--- src/rtl/crossbar_pkg.sv ---
// Shared types and helpers for the crossbar row-load controller.
// The one-hot helper is sized for the widest supported bank; callers
// size-cast the result down to their own NUM_ROWS.
package crossbar_pkg;

  // Controller phases: idle, streaming rows, firing execute, waiting, reporting.
  typedef enum logic [2:0] {
    IDLE   = 3'd0,
    LOAD   = 3'd1,
    EXEC   = 3'd2,
    WAIT   = 3'd3,
    FINISH = 3'd4
  } xbar_ctrl_state_t;

  // Widest bank the helper can decode; NUM_ROWS must not exceed this.
  localparam int unsigned MAX_ROWS = 64;
  localparam int unsigned IDX_W    = 6;

  // One-hot row strobe for row index idx; all zeros if idx is out of range.
  function automatic logic [MAX_ROWS-1:0] onehot_row(input logic [IDX_W-1:0] idx);
    logic [MAX_ROWS-1:0] v;
    v      = '0;
    v[idx] = 1'b1;
    return v;
  endfunction

endpackage

--- src/rtl/xbar_row_sel.sv ---
// Row selector for the crossbar bank: tracks which row the next accepted
// beat belongs to and drives the registered shared data bus plus the
// registered one-hot load strobe. A strobe lasts exactly one cycle per beat.
module xbar_row_sel
  import crossbar_pkg::*;
#(
  parameter int N        = 10,
  parameter int NUM_ROWS = 8,
  parameter int ROW_W    = $clog2(NUM_ROWS + 1)
) (
  input  logic                clk,
  input  logic                rst_n,
  input  logic                clr,       // restart row counting at row 0
  input  logic                beat,      // a row is accepted this cycle
  input  logic [N-1:0]        in_data,
  output logic [ROW_W-1:0]    row_idx,
  output logic [N-1:0]        xbar_data,
  output logic [NUM_ROWS-1:0] pim_load
);

  // Advance the row index on each beat and present that row on the bus with its strobe.
  always_ff @(posedge clk or negedge rst_n) begin
    if (!rst_n) begin
      row_idx   <= '0;
      xbar_data <= '0;
      pim_load  <= '0;
    end else begin
      // NOTE: non-blocking assignments so every flop here samples pre-edge values.
      pim_load <= '0;
      if (clr) begin
        row_idx <= '0;
      end else if (beat) begin
        row_idx   <= row_idx + ROW_W'(1);
        xbar_data <= in_data;
        pim_load  <= NUM_ROWS'(onehot_row(IDX_W'(row_idx)));
      end
    end
  end

endmodule

--- src/rtl/crossbar_load_ctrl.sv ---
// Crossbar row-load sequencer. Accepts a job of cfg_rows rows over a
// valid/ready stream, loads them one per beat into the row register bank,
// fires a single execute pulse once the last row is captured, then waits
// for pim_done under a bounded timeout. abort returns to IDLE from anywhere
// without reporting; rows already loaded stay in the bank.
module crossbar_load_ctrl
  import crossbar_pkg::*;
#(
  parameter int N        = 10,
  parameter int NUM_ROWS = 8,
  parameter int TIMEOUT  = 256
) (
  input  logic                             clk,
  input  logic                             rst_n,
  input  logic                             start,
  input  logic [$clog2(NUM_ROWS+1)-1:0]    cfg_rows,
  input  logic                             abort,
  input  logic                             in_valid,
  input  logic [N-1:0]                     in_data,
  output logic                             in_ready,
  output logic [N-1:0]                     xbar_data,
  output logic [NUM_ROWS-1:0]              pim_load,
  output logic                             pim_exec,
  input  logic                             pim_done,
  output logic                             busy,
  output logic                             done,
  output logic                             err
);

  localparam int ROW_W = $clog2(NUM_ROWS + 1);
  localparam int TMO_W = $clog2(TIMEOUT + 1);

  localparam logic [ROW_W-1:0] ROWS_MAX = ROW_W'(NUM_ROWS);
  localparam logic [TMO_W-1:0] TMO_LAST = TMO_W'(TIMEOUT - 1);
  localparam logic [TMO_W-1:0] TMO_MAX  = {TMO_W{1'b1}};

  xbar_ctrl_state_t   state;
  logic [ROW_W-1:0]   rows_q;
  logic [ROW_W-1:0]   row_idx;
  logic [TMO_W-1:0]   tmo_cnt;

  logic               cfg_ok;
  logic               beat;
  logic               last_beat;
  logic               job_go;
  logic               row_clr;

  // A job must ask for at least one row and no more than the bank holds.
  assign cfg_ok    = (cfg_rows != '0) && (cfg_rows <= ROWS_MAX);

  // Rows are only taken while loading; abort overrides a coincident beat.
  assign in_ready  = (state == LOAD);
  assign beat      = in_ready && in_valid && !abort;
  assign last_beat = beat && (row_idx == rows_q - ROW_W'(1));

  assign job_go    = (state == IDLE) && start && cfg_ok && !abort;
  assign row_clr   = job_go || abort;

  xbar_row_sel #(
    .N        (N),
    .NUM_ROWS (NUM_ROWS),
    .ROW_W    (ROW_W)
  ) u_row_sel (
    .clk       (clk),
    .rst_n     (rst_n),
    .clr       (row_clr),
    .beat      (beat),
    .in_data   (in_data),
    .row_idx   (row_idx),
    .xbar_data (xbar_data),
    .pim_load  (pim_load)
  );

  // Job sequencing, timeout counting and the registered status pulses.
  always_ff @(posedge clk or negedge rst_n) begin
    if (!rst_n) begin
      state    <= IDLE;
      rows_q   <= '0;
      tmo_cnt  <= '0;
      pim_exec <= 1'b0;
      busy     <= 1'b0;
      done     <= 1'b0;
      err      <= 1'b0;
    end else begin
      // NOTE: pulses default low every edge so each one is exactly one cycle wide.
      pim_exec <= 1'b0;
      done     <= 1'b0;
      err      <= 1'b0;

      if (abort) begin
        state <= IDLE;
        busy  <= 1'b0;
      end else begin
        case (state)
          IDLE: begin
            if (start) begin
              if (cfg_ok) begin
                rows_q <= cfg_rows;
                busy   <= 1'b1;
                state  <= LOAD;
              end else begin
                err <= 1'b1;
              end
            end
          end

          LOAD: begin
            if (last_beat) state <= EXEC;
          end

          // Strobe for the last row is live this cycle, so the row is captured
          // at this edge and execute follows in the next cycle.
          EXEC: begin
            pim_exec <= 1'b1;
            tmo_cnt  <= '0;
            state    <= WAIT;
          end

          // Completion beats the timeout when both land in the same cycle.
          WAIT: begin
            if (pim_done) begin
              done  <= 1'b1;
              state <= FINISH;
            end else if (tmo_cnt == TMO_LAST) begin
              err   <= 1'b1;
              busy  <= 1'b0;
              state <= IDLE;
            end else if (tmo_cnt != TMO_MAX) begin
              tmo_cnt <= tmo_cnt + TMO_W'(1);
            end
          end

          FINISH: begin
            busy  <= 1'b0;
            state <= IDLE;
          end

          default: begin
            busy  <= 1'b0;
            state <= IDLE;
          end
        endcase
      end
    end
  end

endmodule

--- config.mk ---
export PLATFORM = sky130hd
export DESIGN_NAME = crossbar_load_ctrl
export DESIGN_NICKNAME = d
export VERILOG_FILES = /design/src/rtl/crossbar_pkg.sv /design/src/rtl/xbar_row_sel.sv /design/src/rtl/crossbar_load_ctrl.sv
export SDC_FILE = /design/constraint.sdc
export NUM_CORES = 1
export LEC_CHECK = 0
export CORE_MARGIN = 2
export CORE_UTILIZATION = 51
export DETAILED_ROUTE_END_ITERATION = 7
export PLACE_DENSITY = 0.85
export SLEW_MARGIN = 30
export SYNTH_ARGS = -nofsm -noshare
export SYNTH_HDL_FRONTEND = slang
export SYNTH_HIERARCHICAL = 1
export SYNTH_SLANG_ARGS = --single-unit
--- constraint.sdc ---
create_clock -name clk -period 2.7 [get_ports clk]
set_input_delay 0.54 -clock clk [delete_from_list [all_inputs] [get_ports clk]]
set_output_delay 0.54 -clock clk [all_outputs]
set_load 0.05 [all_outputs]
==> results of run 1 <==
flip-flops by register name, summed over array words and instances, names as in the netlist:
signal               count
err                      1
u_row_sel/row_idx        4
state                    3
u_row_sel/xbar_data     10
tmo_cnt                  9
pim_exec                 1
busy                     1
rows_q                   4
u_row_sel/pim_load       8
done                     1
critical path: stages (launching register included):
cell	delay, ns
dfrtp_1	0.48
nor3b_1	0.26
clkdlybuf4s50_1	0.84
logic make-up after synthesis:
kind of cell / Yosys count / synth area share
flip-flops: 42 / 0.499
adder cells (fa/ha/maj): 8 / 0.0475
multiplexers: 16 / 0.110
AND/OR/NAND/NOR: 70 / 0.195
AO/OA/AOI/OAI: 15 / 0.0576
XOR/XNOR: 12 / 0.0499
buffers and inverters: 14 / 0.0415
Yosys cell counts (all sizes together) (2+ instances only):
library cell  number
ha                 8
nor2              15
dfrtp             42
clkbuf             2
nor3b              2
o21ai              3
nor2b              3
nand4              5
inv                6
a21boi             3
nand3              5
o31ai              2
a21oi              2
and3               3
mux2              15
and4               4
or4                2
xnor2              5
buf                6
nand2             12
xor2               7
nand2b             3
nand3b             5
nor3               7
area by class of cell:
type / instances / share of cell area
clock buffer: 6 / 0.0307
clock inverter: 2 / 0.00465
inverter: 6 / 0.00837
multi-input combinational: 121 / 0.360
sequential: 42 / 0.391
tap: 50 / 0.0232
timing repair buffer: 50 / 0.182
layer usage:
metal | vias up | global-route usage
li1 | 715 | -
met1 | 696 | 0.233
met2 | 36 | 0.286
met3 | 5 | 0.0444
met4 | 0 | 0.0750
met5 | - | 0
final timing paths:
check	startpoint	end	slack (ns)	depth (start not counted)
hold reg to reg	tmo_cnt[1]	tmo_cnt[1]	0.51	2
setup / recovery	state[1]	in_ready	0.28	2
hold / removal	rst_n	rows_q[3]	0.21	1
setup reg to reg	tmo_cnt[4]	tmo_cnt[0]	0.57	8
min in group clk	tmo_cnt[1]	tmo_cnt[1]	0.51	2
max in group asynchronous	rst_n	u_row_sel/xbar_data[2]	2.13	1
through the flow:
stage / setup WS, ns / area, sq um / instances / util
5_1_grt: 0.201 / 2690 / 277 / 0.673
4_1_cts: 0.249 / 2690 / 277 / 0.672
2_1_floorplan: 0.421 / 2110 / 177 / -
3_5_place_dp: 0.0393 / 2590 / 269 / 0.648
6_report: 0.279 / 2690 / 277 / 0.673
3_3_place_gp: 0.0723 / 2590 / 269 / 0.648
power by group:
group	total [mW]	internal [mW]	switching, mW
Sequential	0.730	0.689	0.0412
Clock	0.424	0.205	0.219
Combinational	0.481	0.219	0.262
Total	1.63	1.11	0.522
==> metrics.cfg, run 1 <==
[status]
outcome=finished, final reports clean

[critical_path]
cp.arrival_ns=1.88
critical_path_class=flop to output port
path_max_fanout=11
cp-end-kind=output port
critical_path.startpoint_type=flop
cp.required_ns=2.16

[routing]
highest_layer=met4
met2_length_mm=1.85
wl_met3_um=195
vias=1452
first_iter_violations=91
post-route-drc-count=0
met1_length_mm=1.72
avgRoutedWirePerCell_um=13.8
ant_nets=0
drt_first_pass_iters=4
via_per_inst=5.24
routed_wl_mm=3.83

[layout]
final_nets=254
fillers=297
seq_area_sq_mm=0.00105
layout_commonest_cell=dfrtp_1
final_cell_mix=dfrtp_1, clkdlybuf4s50_1, nor2_1, mux2_4, nand2_1
final_layout_size_suffix_gt1_frac=0.172
num_antenna_cells=0
area_growth_pct=27.7
multi_input_area_sq_um=970

[global_route]
grt_max_degree=43
antenna_found_initial=0
overflow=0
grt_pass1_vias=1339
grt_first_pass_wirelength_mm=6.15
grtUsageTotal=0.180

[timing]
slew_violations=0
fmax_ghz=0.413
worst_slew_pin_slew_ns=0.525
finalSetupTns_ns=0
layout_min_cycle_time_ns=2.42
whs_ns=0.209
post-route-period-util=0.897
final-setup-viol-count=0
fin_skew_ns=0.00628
hold_viol_final=0
grt_setup_unrepaired=no
max-slew-margin-rel=0.649

[synth]
syn-instance-count=177
synth.distinct_cells=43
syn_area_per_cell_sq_um=11.9
synth_edf_count=0
syn_area_sq_mm=0.00211
seq_area_frac_synth=0.499
synthesis.nets=205
ys_seq_elements=42
synth_area_leader_cell=dfrtp_1
synthTopCellsByArea=dfrtp_1, mux2_4, ha_1, xor2_1, nor2_1
synth.top_cell.area_share=0.499
synthArstFlopShare=1.00
yosys_most_used_dff=dfrtp_1
synth_warnings=6

[die]
die_y_um=68.3
rows=23
ios=43
die_area_sq_mm=0.00466
start_util=0.527
die_w_um=68.3
coreArea_sq_mm=0.00400

[placed_design]
place.gp.congestion=0.810
dp_hpwl_mm=2.82
io_buffers=42

[cts]
cts-root-buf=clkbuf_8
cts_buffer_depth=2
htreeDepth=2
cts_made_buffers=5
ctsHoldBuffers=0
clock_sinks=42
clkTransAtPathRegs_ns=0.08
cts_setup_buffers=0
ctsResizeCount=0
clk_latency_ns=0.30
cts_tree=done

[power_and_ir_drop]
leakage_nw=1.21
peakVddDrop_mv=0.334
finalPower_mw=1.63
power_density_mw_per_mm2=607

[flow_run]
maxCapViolations=0

[worst_hold_path]
min-delay-path-class=input port to asynchronous set/reset pin

Note: power is estimated with default switching activity, not from simulation.
==> inputs of run 2 (changes only) <==
- SETUP_SLACK_MARGIN: default -> 0.1
==> results of run 2 <==
Same layout as run 1: the final DEF is identical, and so are final timing and power.
==> inputs of run 3 (changes only) <==
- PLACE_DENSITY: 0.85 -> 0.79
==> metrics.cfg, run 3 (synthesis gave the netlist of run 1 again) <==
[layout]
area_growth_pct=27.3
design_area_sq_mm=0.00268
num_antenna_cells=0
final_nets=254
reg_top3=u_row_sel/xbar_data x10, tmo_cnt x9, u_row_sel/pim_load x8
layout_commonest_cell=dfrtp_1
fillers=311
final_cell_mix=dfrtp_1, clkdlybuf4s50_1, nor2_1, mux2_4, nand2_1
seq_area_sq_mm=0.00105
multi_input_area_sq_um=970
final_layout_size_suffix_gt1_frac=0.172
largest_reg_flops=10
regMostFlops=u_row_sel/xbar_data
fin_util=0.671

[timing]
finalSetupTns_ns=0
whs_ns=0.213
layout_min_cycle_time_ns=2.41
hold_viol_final=0
worst_slew_pin_slew_ns=0.515
max-slew-margin-rel=0.656
slew_violations=0
post-route-period-util=0.891
final-setup-viol-count=0
grt_setup_unrepaired=no
fin_skew_ns=0.00713
fmax_ghz=0.416

[routing]
vias=1430
post-route-drc-count=0
drt_first_pass_iters=5
first_iter_violations=63
avgRoutedWirePerCell_um=13.1
via_per_inst=5.16
ant_nets=0
routed_wl_mm=3.64

[placed_design]
place.gp.congestion=0.762
dp_hpwl_mm=2.69
io_buffers=42
postPlaceCellArea_sq_mm=0.00259

[global_route]
grt_pass1_vias=1394
grtUsageTotal=0.177
overflow=0
grt_first_pass_wirelength_mm=6.11
grt_max_degree=43
antenna_found_initial=0

[die]
die_w_um=68.3
ios=43
start_util=0.527
die_area_sq_mm=0.00466
rows=23
die_y_um=68.3
coreArea_sq_mm=0.00400

[cts]
clock_sinks=42
cts_buffer_depth=2
clk_latency_ns=0.30
ctsResizeCount=0
clkTransAtPathRegs_ns=0.08
cts-root-buf=clkbuf_8
cts_setup_buffers=0
ctsHoldBuffers=0
cts_tree=done
cts_made_buffers=5
htreeDepth=2

[critical_path]
path_cells=nor3b_1, clkdlybuf4s50_1
cp.required_ns=2.16
cp_slowest_cell=clkdlybuf4s50_1
cp.arrival_ns=1.87
critical_path.startpoint_type=flop
cpPeakStageDelay_ns=0.83
ff2ff_setup_slack_ns=0.57
path_max_fanout=11
critical_path_class=flop to output port
cp-end-kind=output port

[status]
outcome=finished, final reports clean

[power_and_ir_drop]
pwr-share-seq=0.454
p_clk_frac=0.250
peakVddDrop_mv=0.306
power_density_mw_per_mm2=600
comb_power_share=0.296
swShare=0.324
finalPower_mw=1.61
leakage_nw=1.21
intPower_mw=1.09
p_sw_mw=0.522

[flow_run]
maxCapViolations=0

[worst_hold_path]
min-delay-path-class=input port to asynchronous set/reset pin

## run 3: cell types whose count changed in the layout (fill, tap and decap cells not counted)
cell / previous run / this run
clkbuf_8: 6 / 5
inv_6: 0 / 1
clkinv_2: 1 / 2
clkinvlp_4: 1 / 0
## run 3: through the flow
stage                     cells  worst slack [ns]
after floorplan             177             0.421
after global placement      269            0.0463
after detailed placement    269            0.0127
after CTS                   277             0.267
after global routing        277             0.231
final                       277             0.293
## run 3: routing by layer
layer	wire length, um	GRT usage
met5	0	0
met4	56	0.0825
met3	132	0.0493
met2	1830	0.286
met1	1610	0.220
## run 3: area by class of cell
cell class / instances / share of cell area
repair buffers: 50 / 0.183
clock inverters: 3 / 0.00699
well taps: 50 / 0.0233
inverters: 6 / 0.00839
multi-input cells: 121 / 0.361
flip-flops and latches: 42 / 0.392
clock buffers: 5 / 0.0256
## run 3: final timing paths
kind                                              from  cells past startpoint                      to
min in group clk                u_row_sel/xbar_data[7]                      1  u_row_sel/xbar_data[7]
worst min-delay path                             rst_n                      1                state[0]
worst max-delay path                          state[1]                      2                in_ready
worst min register to register  u_row_sel/xbar_data[7]                      1  u_row_sel/xbar_data[7]
worst max register to register              tmo_cnt[4]                      8              tmo_cnt[0]
max in group asynchronous                        rst_n                      1              tmo_cnt[0]
## run 3: worst max-delay path: cells and delay by family (launching register included)
family,cells,cell delay [ns]
flops,1,0.49
buf+inv,1,0.83
simple gates,1,0.25
## run 3: power by group through the flow
stage	clock (mW)	sequential [mW]	combinational, mW
floorplan	0	0.891	0.164
global placement	0	0.743	0.473
detailed placement	0	0.743	0.480
CTS	0.417	0.732	0.482
global route	0.439	0.739	0.507
finish	0.402	0.731	0.477
